`config.mk`:
```
export PLATFORM = sky130hd
export DESIGN_NAME = jstk2_spi_sequencer
export DESIGN_NICKNAME = d
export VERILOG_FILES = /design/src/rtl/jstk2_spi_sequencer.sv
export SDC_FILE = /design/constraint.sdc
export NUM_CORES = 1
export LEC_CHECK = 0
export CAP_MARGIN = 20
export CORE_MARGIN = 4
export CORE_UTILIZATION = 45
export CTS_BUF_LIST = sky130_fd_sc_hd__clkbuf_8 sky130_fd_sc_hd__clkbuf_16
export DETAILED_ROUTE_END_ITERATION = 16
export PLACE_DENSITY = 0.79
export SLEW_MARGIN = 10
export SYNTH_ARGS = -nofsm -noshare
export SYNTH_HDL_FRONTEND = slang
export SYNTH_SLANG_ARGS = --single-unit
```
`constraint.sdc`:
```
create_clock -name i_clk -period 5.9 [get_ports i_clk]
set_clock_uncertainty 0.15 [all_clocks]
set_input_delay 0.59 -clock i_clk [delete_from_list [all_inputs] [get_ports i_clk]]
set_output_delay 0.59 -clock i_clk [all_outputs]
set_load 0.01 [all_outputs]
```
`src/rtl/jstk2_spi_sequencer.sv`:
```
// JSTK2 SPI master sequencer: frames one 5-byte transaction and unpacks X/Y/buttons.
// Optional feature: define JSTK2_AUTO_POLL_EN to self-start a poll (cmd 8'hC0) every POLL_CYC idle cycles.
module jstk2_spi_sequencer #(
  parameter int DATA_WIDTH   = 8,
  parameter int CLK_DIV      = 50,
  parameter int SS_SETUP_CYC = 1500,
  parameter int BYTE_GAP_CYC = 1000,
  parameter int POLL_CYC     = 10000000
) (
  input  logic                  i_clk,
  input  logic                  i_n_reset,
  input  logic                  i_start,
  input  logic                  i_abort,
  input  logic [DATA_WIDTH-1:0] i_cmd,
  input  logic [DATA_WIDTH-1:0] i_param_1,
  input  logic [DATA_WIDTH-1:0] i_param_2,
  input  logic [DATA_WIDTH-1:0] i_param_3,
  input  logic [DATA_WIDTH-1:0] i_param_4,
  input  logic [DATA_WIDTH-1:0] i_rx_data,
  input  logic                  i_rx_data_valid,
  output logic                  o_ss_n,
  output logic                  o_sclk,
  output logic                  o_sclk_z,
  output logic                  o_fetch,
  output logic                  o_cmd_valid,
  output logic [DATA_WIDTH-1:0] o_cmd,
  output logic [DATA_WIDTH-1:0] o_param_1,
  output logic [DATA_WIDTH-1:0] o_param_2,
  output logic [DATA_WIDTH-1:0] o_param_3,
  output logic [DATA_WIDTH-1:0] o_param_4,
  output logic [9:0]            o_x,
  output logic [9:0]            o_y,
  output logic [1:0]            o_buttons,
  output logic                  o_busy,
  output logic                  o_done,
  output logic                  o_rx_err
);
  localparam int CNT_MAX0 = (CLK_DIV > SS_SETUP_CYC) ? CLK_DIV : SS_SETUP_CYC;
  localparam int CNT_MAX  = (CNT_MAX0 > BYTE_GAP_CYC) ? CNT_MAX0 : BYTE_GAP_CYC;
  localparam int CNT_W    = $clog2(CNT_MAX + 1);
  localparam logic [CNT_W-1:0] SETUP_LAST = CNT_W'(SS_SETUP_CYC - 1);
  localparam logic [CNT_W-1:0] DIV_LAST   = CNT_W'(CLK_DIV - 1);
  localparam logic [CNT_W-1:0] GAP_LAST   = CNT_W'(BYTE_GAP_CYC - 1);

  typedef enum logic [2:0] {
    ST_IDLE    = 3'd0,
    ST_SETUP   = 3'd1,
    ST_SHIFT   = 3'd2,
    ST_GAP     = 3'd3,
    ST_RELEASE = 3'd4
  } state_t;

  state_t                state_r, state_s;
  logic [CNT_W-1:0]      cnt_r, cnt_s;
  logic [3:0]            tog_r, tog_s;
  logic [2:0]            idx_r, idx_s;
  logic                  seen_r, seen_s;
  logic                  sclk_s, active_s;
  logic                  user_go_s, auto_go_s, accept_s;
  logic                  store_s, err_set_s, finish_s;
  logic [DATA_WIDTH-1:0] rx_buf_r [5];

`ifdef JSTK2_AUTO_POLL_EN
  localparam int POLL_W = $clog2(POLL_CYC + 1);
  logic [POLL_W-1:0] poll_r;

  // Idle-time poll counter; cleared whenever the sequencer leaves IDLE.
  always_ff @(posedge i_clk or negedge i_n_reset) begin
    if (!i_n_reset) begin
      poll_r <= '0;
    end else if (state_r == ST_IDLE && !accept_s) begin
      poll_r <= poll_r + POLL_W'(1);
    end else begin
      poll_r <= '0;
    end
  end

  assign auto_go_s = (poll_r == POLL_W'(POLL_CYC - 1)) && !i_start && !i_abort;
`else
  assign auto_go_s = 1'b0;
`endif

  assign user_go_s = i_start && !i_abort;

  // Next-state, counters and event strobes; abort overrides everything outside IDLE.
  always_comb begin
    state_s   = state_r;
    cnt_s     = cnt_r;
    tog_s     = tog_r;
    idx_s     = idx_r;
    seen_s    = seen_r;
    sclk_s    = o_sclk;
    accept_s  = 1'b0;
    store_s   = 1'b0;
    err_set_s = 1'b0;
    finish_s  = 1'b0;
    case (state_r)
      ST_IDLE: begin
        cnt_s  = '0;
        tog_s  = 4'd0;
        sclk_s = 1'b0;
        if (user_go_s || auto_go_s) begin
          accept_s = 1'b1;
          idx_s    = 3'd0;
          state_s  = ST_SETUP;
        end else begin
          state_s = ST_IDLE;
        end
      end
      ST_SETUP: begin
        if (cnt_r == SETUP_LAST) begin
          cnt_s   = '0;
          state_s = ST_SHIFT;
        end else begin
          cnt_s = cnt_r + CNT_W'(1);
        end
      end
      ST_SHIFT: begin
        seen_s = 1'b0;
        if (cnt_r == DIV_LAST) begin
          cnt_s  = '0;
          sclk_s = ~o_sclk;
          tog_s  = tog_r + 4'd1;
          if (tog_r == 4'd15) begin
            state_s = ST_GAP;
          end else begin
            state_s = ST_SHIFT;
          end
        end else begin
          cnt_s = cnt_r + CNT_W'(1);
        end
      end
      ST_GAP: begin
        if (i_rx_data_valid && !seen_r) begin
          store_s = 1'b1;
          seen_s  = 1'b1;
        end else begin
          seen_s = seen_r;
        end
        if (cnt_r == GAP_LAST) begin
          cnt_s     = '0;
          err_set_s = !seen_r && !i_rx_data_valid;
          if (idx_r == 3'd4) begin
            state_s = ST_RELEASE;
          end else begin
            idx_s   = idx_r + 3'd1;
            state_s = ST_SHIFT;
          end
        end else begin
          cnt_s = cnt_r + CNT_W'(1);
        end
      end
      ST_RELEASE: begin
        if (cnt_r == GAP_LAST) begin
          cnt_s    = '0;
          finish_s = 1'b1;
          state_s  = ST_IDLE;
        end else begin
          cnt_s = cnt_r + CNT_W'(1);
        end
      end
      default: begin
        state_s = ST_IDLE;
        cnt_s   = '0;
      end
    endcase
    if (state_r != ST_IDLE && i_abort) begin
      state_s   = ST_IDLE;
      cnt_s     = '0;
      tog_s     = 4'd0;
      sclk_s    = 1'b0;
      store_s   = 1'b0;
      err_set_s = 1'b0;
      finish_s  = 1'b0;
    end else begin
      active_s = 1'b0;
    end
    active_s = (state_s == ST_SETUP) || (state_s == ST_SHIFT) || (state_s == ST_GAP);
  end

  // State, receive buffer and all registered outputs.
  always_ff @(posedge i_clk or negedge i_n_reset) begin
    if (!i_n_reset) begin
      state_r     <= ST_IDLE;
      cnt_r       <= '0;
      tog_r       <= 4'd0;
      idx_r       <= 3'd0;
      seen_r      <= 1'b0;
      o_ss_n      <= 1'b1;
      o_fetch     <= 1'b1;
      o_cmd_valid <= 1'b0;
      o_sclk      <= 1'b0;
      o_sclk_z    <= 1'b0;
      o_busy      <= 1'b0;
      o_done      <= 1'b0;
      o_rx_err    <= 1'b0;
      o_cmd       <= '0;
      o_param_1   <= '0;
      o_param_2   <= '0;
      o_param_3   <= '0;
      o_param_4   <= '0;
      o_x         <= 10'd0;
      o_y         <= 10'd0;
      o_buttons   <= 2'd0;
      for (int i = 0; i < 5; i++) rx_buf_r[i] <= '0;
    end else begin
      state_r     <= state_s;
      cnt_r       <= cnt_s;
      tog_r       <= tog_s;
      idx_r       <= idx_s;
      seen_r      <= seen_s;
      o_ss_n      <= ~active_s;
      o_fetch     <= ~active_s;
      o_cmd_valid <= active_s;
      o_sclk      <= sclk_s;
      o_sclk_z    <= o_sclk;
      o_busy      <= (state_s != ST_IDLE);
      o_done      <= finish_s;
      if (accept_s) begin
        o_rx_err <= 1'b0;
        if (user_go_s) begin
          o_cmd     <= i_cmd;
          o_param_1 <= i_param_1;
          o_param_2 <= i_param_2;
          o_param_3 <= i_param_3;
          o_param_4 <= i_param_4;
        end else begin
          o_cmd     <= DATA_WIDTH'(8'hC0);
          o_param_1 <= '0;
          o_param_2 <= '0;
          o_param_3 <= '0;
          o_param_4 <= '0;
        end
      end else if (err_set_s) begin
        o_rx_err <= 1'b1;
      end
      if (store_s) rx_buf_r[idx_r] <= i_rx_data;
      if (finish_s) begin
        o_x       <= {rx_buf_r[1][1:0], rx_buf_r[0][7:0]};
        o_y       <= {rx_buf_r[3][1:0], rx_buf_r[2][7:0]};
        o_buttons <= rx_buf_r[4][1:0];
      end
    end
  end
endmodule

```
* Yosys cells after proc, flatten, opt, wreduce, memory -nomap -nowiden *
Cells that the tools add are included.

operators by class
  eq/ne operators = 17
  order comparisons = 2
  multiplexer cells = 47
  shift-type cells = 0
  $add $sub $neg = 3
  reductions and logical operators = 21
  multipliers = 0
  divide/modulo/power cells = 0
  bitwise logic cells = 3

operators by type and width
  kind                                                   number
  two-way mux 8 bit                                      6
  two-way mux 11 bit                                     4
  bitwise mux 40 bit                                     1
  case mux 11 bit (3 select lines)                       1
  two-way mux 3 bit                                      9
  demux 8 bit (select 3 bit)                             1
  two-way mux 1 bit                                      18
  case mux 3 bit (5 select lines)                        1
  equality test 3 x 2 -> 1 bit, second input constant    4
  adder 11 x 1 -> 11 bit, second input constant          1
  equality test 11 x 10 -> 1 bit, second input constant  1
  equality test 11 bit, second input constant            1
  equality test 11 x 6 -> 1 bit, second input constant   1
  nonzero test 3 bit                                     3
  two-way mux 4 bit                                      2
  != test 2 bit, second input constant                   4
  case mux 4 bit (2 select lines)                        1
  equality test 3 x 1 -> 1 bit, second input constant    2
  equality test 3 bit, second input constant             2
  case mux 3 bit (2 select lines)                        1
  nonzero test 2 bit                                     3
  logical AND 1 bit                                      5
  adder 4 x 1 -> 4 bit, second input constant            1
  equality test 4 bit, second input constant             1
  other kinds (13)                                       19

storage, ports and cells
  word-level logic and storage cells = 118
  RAM bits = 0
  input bits = 53
  output and inout port bits = 70
  bits in registers = 131
  latch bits = 0
  bits in read-only memories = 0
  memories kept = 0

* Longest topological paths before layout *
  depth in word-level cells = 9
  gate-level depth with buffers = 8

* Worst setup path after synthesis *
Ideal clock, no wire load.

  path kind = reg-to-reg
  start point = register cnt_r[0]
  end point = register o_x[9]
  slack = 3.500 ns
  stages on the path, launching flop included = 8
  data arrival time = 2.125 ns
  library setup time = 0.125 ns
  required time = 5.625 ns
  cell sequence = dfrtp_1 > ha_1 > nand4_1 > or4_4 > or3_1 > buf_6 > buf_12 > mux2_4

on the way
  longest elaborated chain between the ends = 4

ends and longest elaborated chain
  element                         RTL line  RTL
  from (decl)                     54        logic [CNT_W-1:0] cnt_r, cnt_s;
  from (signal assigned)          208       cnt_r <= cnt_s;
  equality test 11 x 10 -> 1 bit  154       if (cnt_r == GAP_LAST) begin
  two-way mux 1 bit               154
  two-way mux 1 bit               97        case (state_r)
  two-way mux 1 bit               167       if (state_r != ST_IDLE && i_abort) begin
  to (signal assigned)            239       o_x <= {rx_buf_r[1][1:0], rx_buf_r[0][7:0]};
  to (decl)                       31        output logic [9:0] o_x,

Every way passes these cells.
A chain may end at the register's enable or synchronous reset.

* Final worst setup path *
  start point = register cnt_r[0]
  end point = register o_x[0]

The elaborated chain is that of the path after synthesis.

==> results.sh <==
export IMPL_status="finished, final reports clean"
export IMPL_grt_pass1_vias=3627
export IMPL_drive_gt1_share_pct=16.14
export IMPL_dr_wl_met2_um=5363
export IMPL_start_util_pct=46.31
export IMPL_routed_via_density=5.103
export IMPL_clockBufferDepth=2
export IMPL_drc=0
export IMPL_holdWs_ns=0.2622
export IMPL_synth_async_reset_ratio_pct=100.0
export IMPL_start_kind="register"
export IMPL_slew_viol_final=0
export IMPL_hp_class="reg2reg"
export IMPL_place_hpwl_um=7643
export IMPL_core_area_um2=10370
export IMPL_seqPwrFrac_pct=39.2
export IMPL_totalWireLength_um=11010
export IMPL_clock_sinks=113
export IMPL_die_w_um=111.3
export IMPL_p_leak_nw=3.182
export IMPL_die_h_um=111.3
export IMPL_grt_start_max_net_pins=73
export IMPL_synth_cell_types=47
export IMPL_critPathArrivalTime_ns=2.88
export IMPL_firstDrtPassIters=4
export IMPL_wl_met1_um=4760
export IMPL_yosys_top_cells_area="dfrtp_1, nand2_1, mux2_2, mux2_4, nor2_1"
export IMPL_synth_main_ff_cell="dfrtp_1"
export IMPL_clk_latency_ns=0.51
export IMPL_drt_initial_drc_count=220
export IMPL_synth_most_common_cell="nand2_1"
export IMPL_nFillCells=809
export IMPL_fmax_mhz=378.1
export IMPL_synthesis_area_um2=4802
export IMPL_timing_max_cap_violations=0
export IMPL_die_area_um2=12390
export IMPL_irDropWorstVdd_mv=0.2138
export IMPL_yosysSeqAreaShare_pct=58.91
export IMPL_worstPathMaxFanout=23
export IMPL_portBuffers=122
export IMPL_synth_edf_count=0
export IMPL_fp_row_count=37
export IMPL_cts_tree="done"
export IMPL_cp_data_required_time_ns=6.14
export IMPL_finalInstanceArea_um2=6666
export IMPL_cts_setup_buffers=0
export IMPL_worstSetupEndpointType="register"
export IMPL_p_int_mw=1.847
export IMPL_h_tree_depth=4
export IMPL_synthTopCellsByCount="nand2_1, dfrtp_1, mux2_2"
export IMPL_relSlewSlack_pct=40.72
export IMPL_r2r_slack_ns=3.26
export IMPL_tightest_slew_ns=0.8892
export IMPL_routedWlPerCell_um=15.60
export IMPL_grt_first_pass_wirelength_um=18400
export IMPL_clockPowerShare_pct=36.2
export IMPL_hold_violations=0
export IMPL_path_class="reg2reg"
export IMPL_setup_tns_ns=0
export IMPL_rsz0062_at_grt="false"
export IMPL_min_period_ns=2.645
export IMPL_yosysTopAreaCell="dfrtp_1"
export IMPL_antenna_found_initial=0
export IMPL_synth_top_area_share_pct=58.36
export IMPL_drtAntennaViolNets=0
export IMPL_top_layer="met4"
export IMPL_p_per_area_nw_per_um2=391.4
export IMPL_cts_made_buffers=17
export IMPL_area_growth_pct=38.82
export IMPL_path_clk_slew_ns=0.06
export IMPL_dp_cells=672
export IMPL_power_switching_uw=762.8
export IMPL_fin_cells=706
export IMPL_ys_seq_elements=113
export IMPL_synth_fp_nets=488
export IMPL_cts_root_buf="clkbuf_8"
export IMPL_gr_total_overflow=0
export IMPL_gr_usage_all_layers_pct=18.21
export IMPL_vias=3603
export IMPL_nets=615
export IMPL_p_comb_share_pct=24.6
export IMPL_wl_met3_um=776
export IMPL_period_share_pct=44.83
export IMPL_pin_count=123
export IMPL_synth_avg_cell_area_um2=11.17
export IMPL_netlist_instances=430
export IMPL_diodes=0
export IMPL_gp_congestion=0.8206
export IMPL_setup_viol=0
export IMPL_placed_cell_area_um2=6096
export IMPL_yosysWarningCount=0
export IMPL_swShare_pct=29.23
worst paths after layout:
path | startpoint | to | cells past startpoint
setup reg to reg | cnt_r[0]$_DFF_PN0_ | o_x[0]$_DFFE_PN0P_ | 6
max in group asynchronous | i_n_reset | idx_r[0]$_DFFE_PN0P_ | 3
hold reg to reg | o_sclk$_DFFE_PN0P_ | o_sclk_z$_DFF_PN0_ | 0
setup / recovery | cnt_r[0]$_DFF_PN0_ | o_x[0]$_DFFE_PN0P_ | 6
min in group asynchronous | i_n_reset | o_x[8]$_DFFE_PN0P_ | 2
hold / removal | o_sclk$_DFFE_PN0P_ | o_sclk_z$_DFF_PN0_ | 0
metrics by stage:
| step | utilization (%) | power (mW) | setup slack, ns |
|---|---|---|---|
| finish | 64.29 | 2.609 | 3.255 |
| global route | 64.29 | 2.744 | 3.132 |
| CTS | 64.24 | 2.639 | 2.875 |
| detailed placement | 58.78 | 1.683 | 2.891 |
| floorplan | - | 1.277 | 3.500 |
| global placement | 58.78 | 1.664 | 3.002 |
sequential cells by signal (all words and copies together) (netlist names), 2 cells and up:
register   count
cnt_r         11
idx_r          3
o_buttons      2
o_cmd          8
o_param_1      8
o_param_2      8
o_param_3      8
o_param_4      8
o_x           10
o_y           10
rx_buf_r      22
state_r        3
tog_r          4
cells in the final DEF, fill, tap and decap left out, types with 6 or more instances in the layout:
| cell type | synthesis | routed |
|---|---|---|
| clkdlybuf4s50_1 | 0 | 121 |
| nand4_1 | 6 | 6 |
| nor3_1 | 6 | 6 |
| inv_1 | 7 | 7 |
| mux2_4 | 19 | 19 |
| nand3_1 | 6 | 6 |
| clkbuf_16 | 0 | 16 |
| or3_1 | 6 | 6 |
| dfrtp_1 | 112 | 112 |
| nand2_1 | 134 | 134 |
| nor2_1 | 23 | 23 |
| mux2_2 | 26 | 26 |
| a21oi_1 | 7 | 7 |
logic make-up (layout without fill, tap and decap cells):
logic type                 count (synthesis)  after routing  share of synthesized area, %
AOI/OAI and AO/OA                         24             24                         3.257
and+or+nand+nor                          203            203                         18.89
xor gates and xnor gates                  10             10                         1.824
buffers and inverters                     27            167                         3.153
muxes                                     48             48                         12.66
adders and majority gates                  5              5                         1.303
DFF                                      113            113                         58.91
power by group through the flow:
| stage | sequential [mW] | combinational, mW | clock (mW) |
|---|---|---|---|
| after CTS | 1.03 | 0.655 | 0.959 |
| after global placement | 1.03 | 0.638 | 0 |
| after detailed placement | 1.03 | 0.650 | 0 |
| after global routing | 1.04 | 0.703 | 0.998 |
| final | 1.02 | 0.643 | 0.943 |
| after floorplan | 1.08 | 0.198 | 0 |
routing by layer:
layer / track usage (%) / up-vias
met4: 5.353 / 0
met5: 0 / -
met2: 30.52 / 111
met1: 22.59 / 1785
met3: 6.004 / 11
li1: - / 1696
area by class of cell:
class                   count  area (µm²)  share of cell area [%]
clock inverters            14       127.6                   1.914
flip-flops and latches    113        2829                   42.44
clock buffers              18       427.9                   6.419
inverters                   7       26.28                  0.3941
well taps                 136       170.2                   2.553
repair buffers            128        1264                   18.96
multi-input cells         290        1822                   27.33
what timing repair did:
action | in CTS | in global routing
gates resized for setup | 0 | 0
endpoints found under the hold margin | 41 | 0
hold buffers | 1 | 0
endpoints found under the setup margin | 0 | 0
critical path: stages (launching register included):
cell and delay [ns]:
dfrtp_1 0.42, ha_1 0.28, nand4_1 0.19, or4_4 0.50, or3_1 0.36, buf_4 0.26, mux2_4 0.34
No activity file was read; power rests on OpenSTA's default activity.
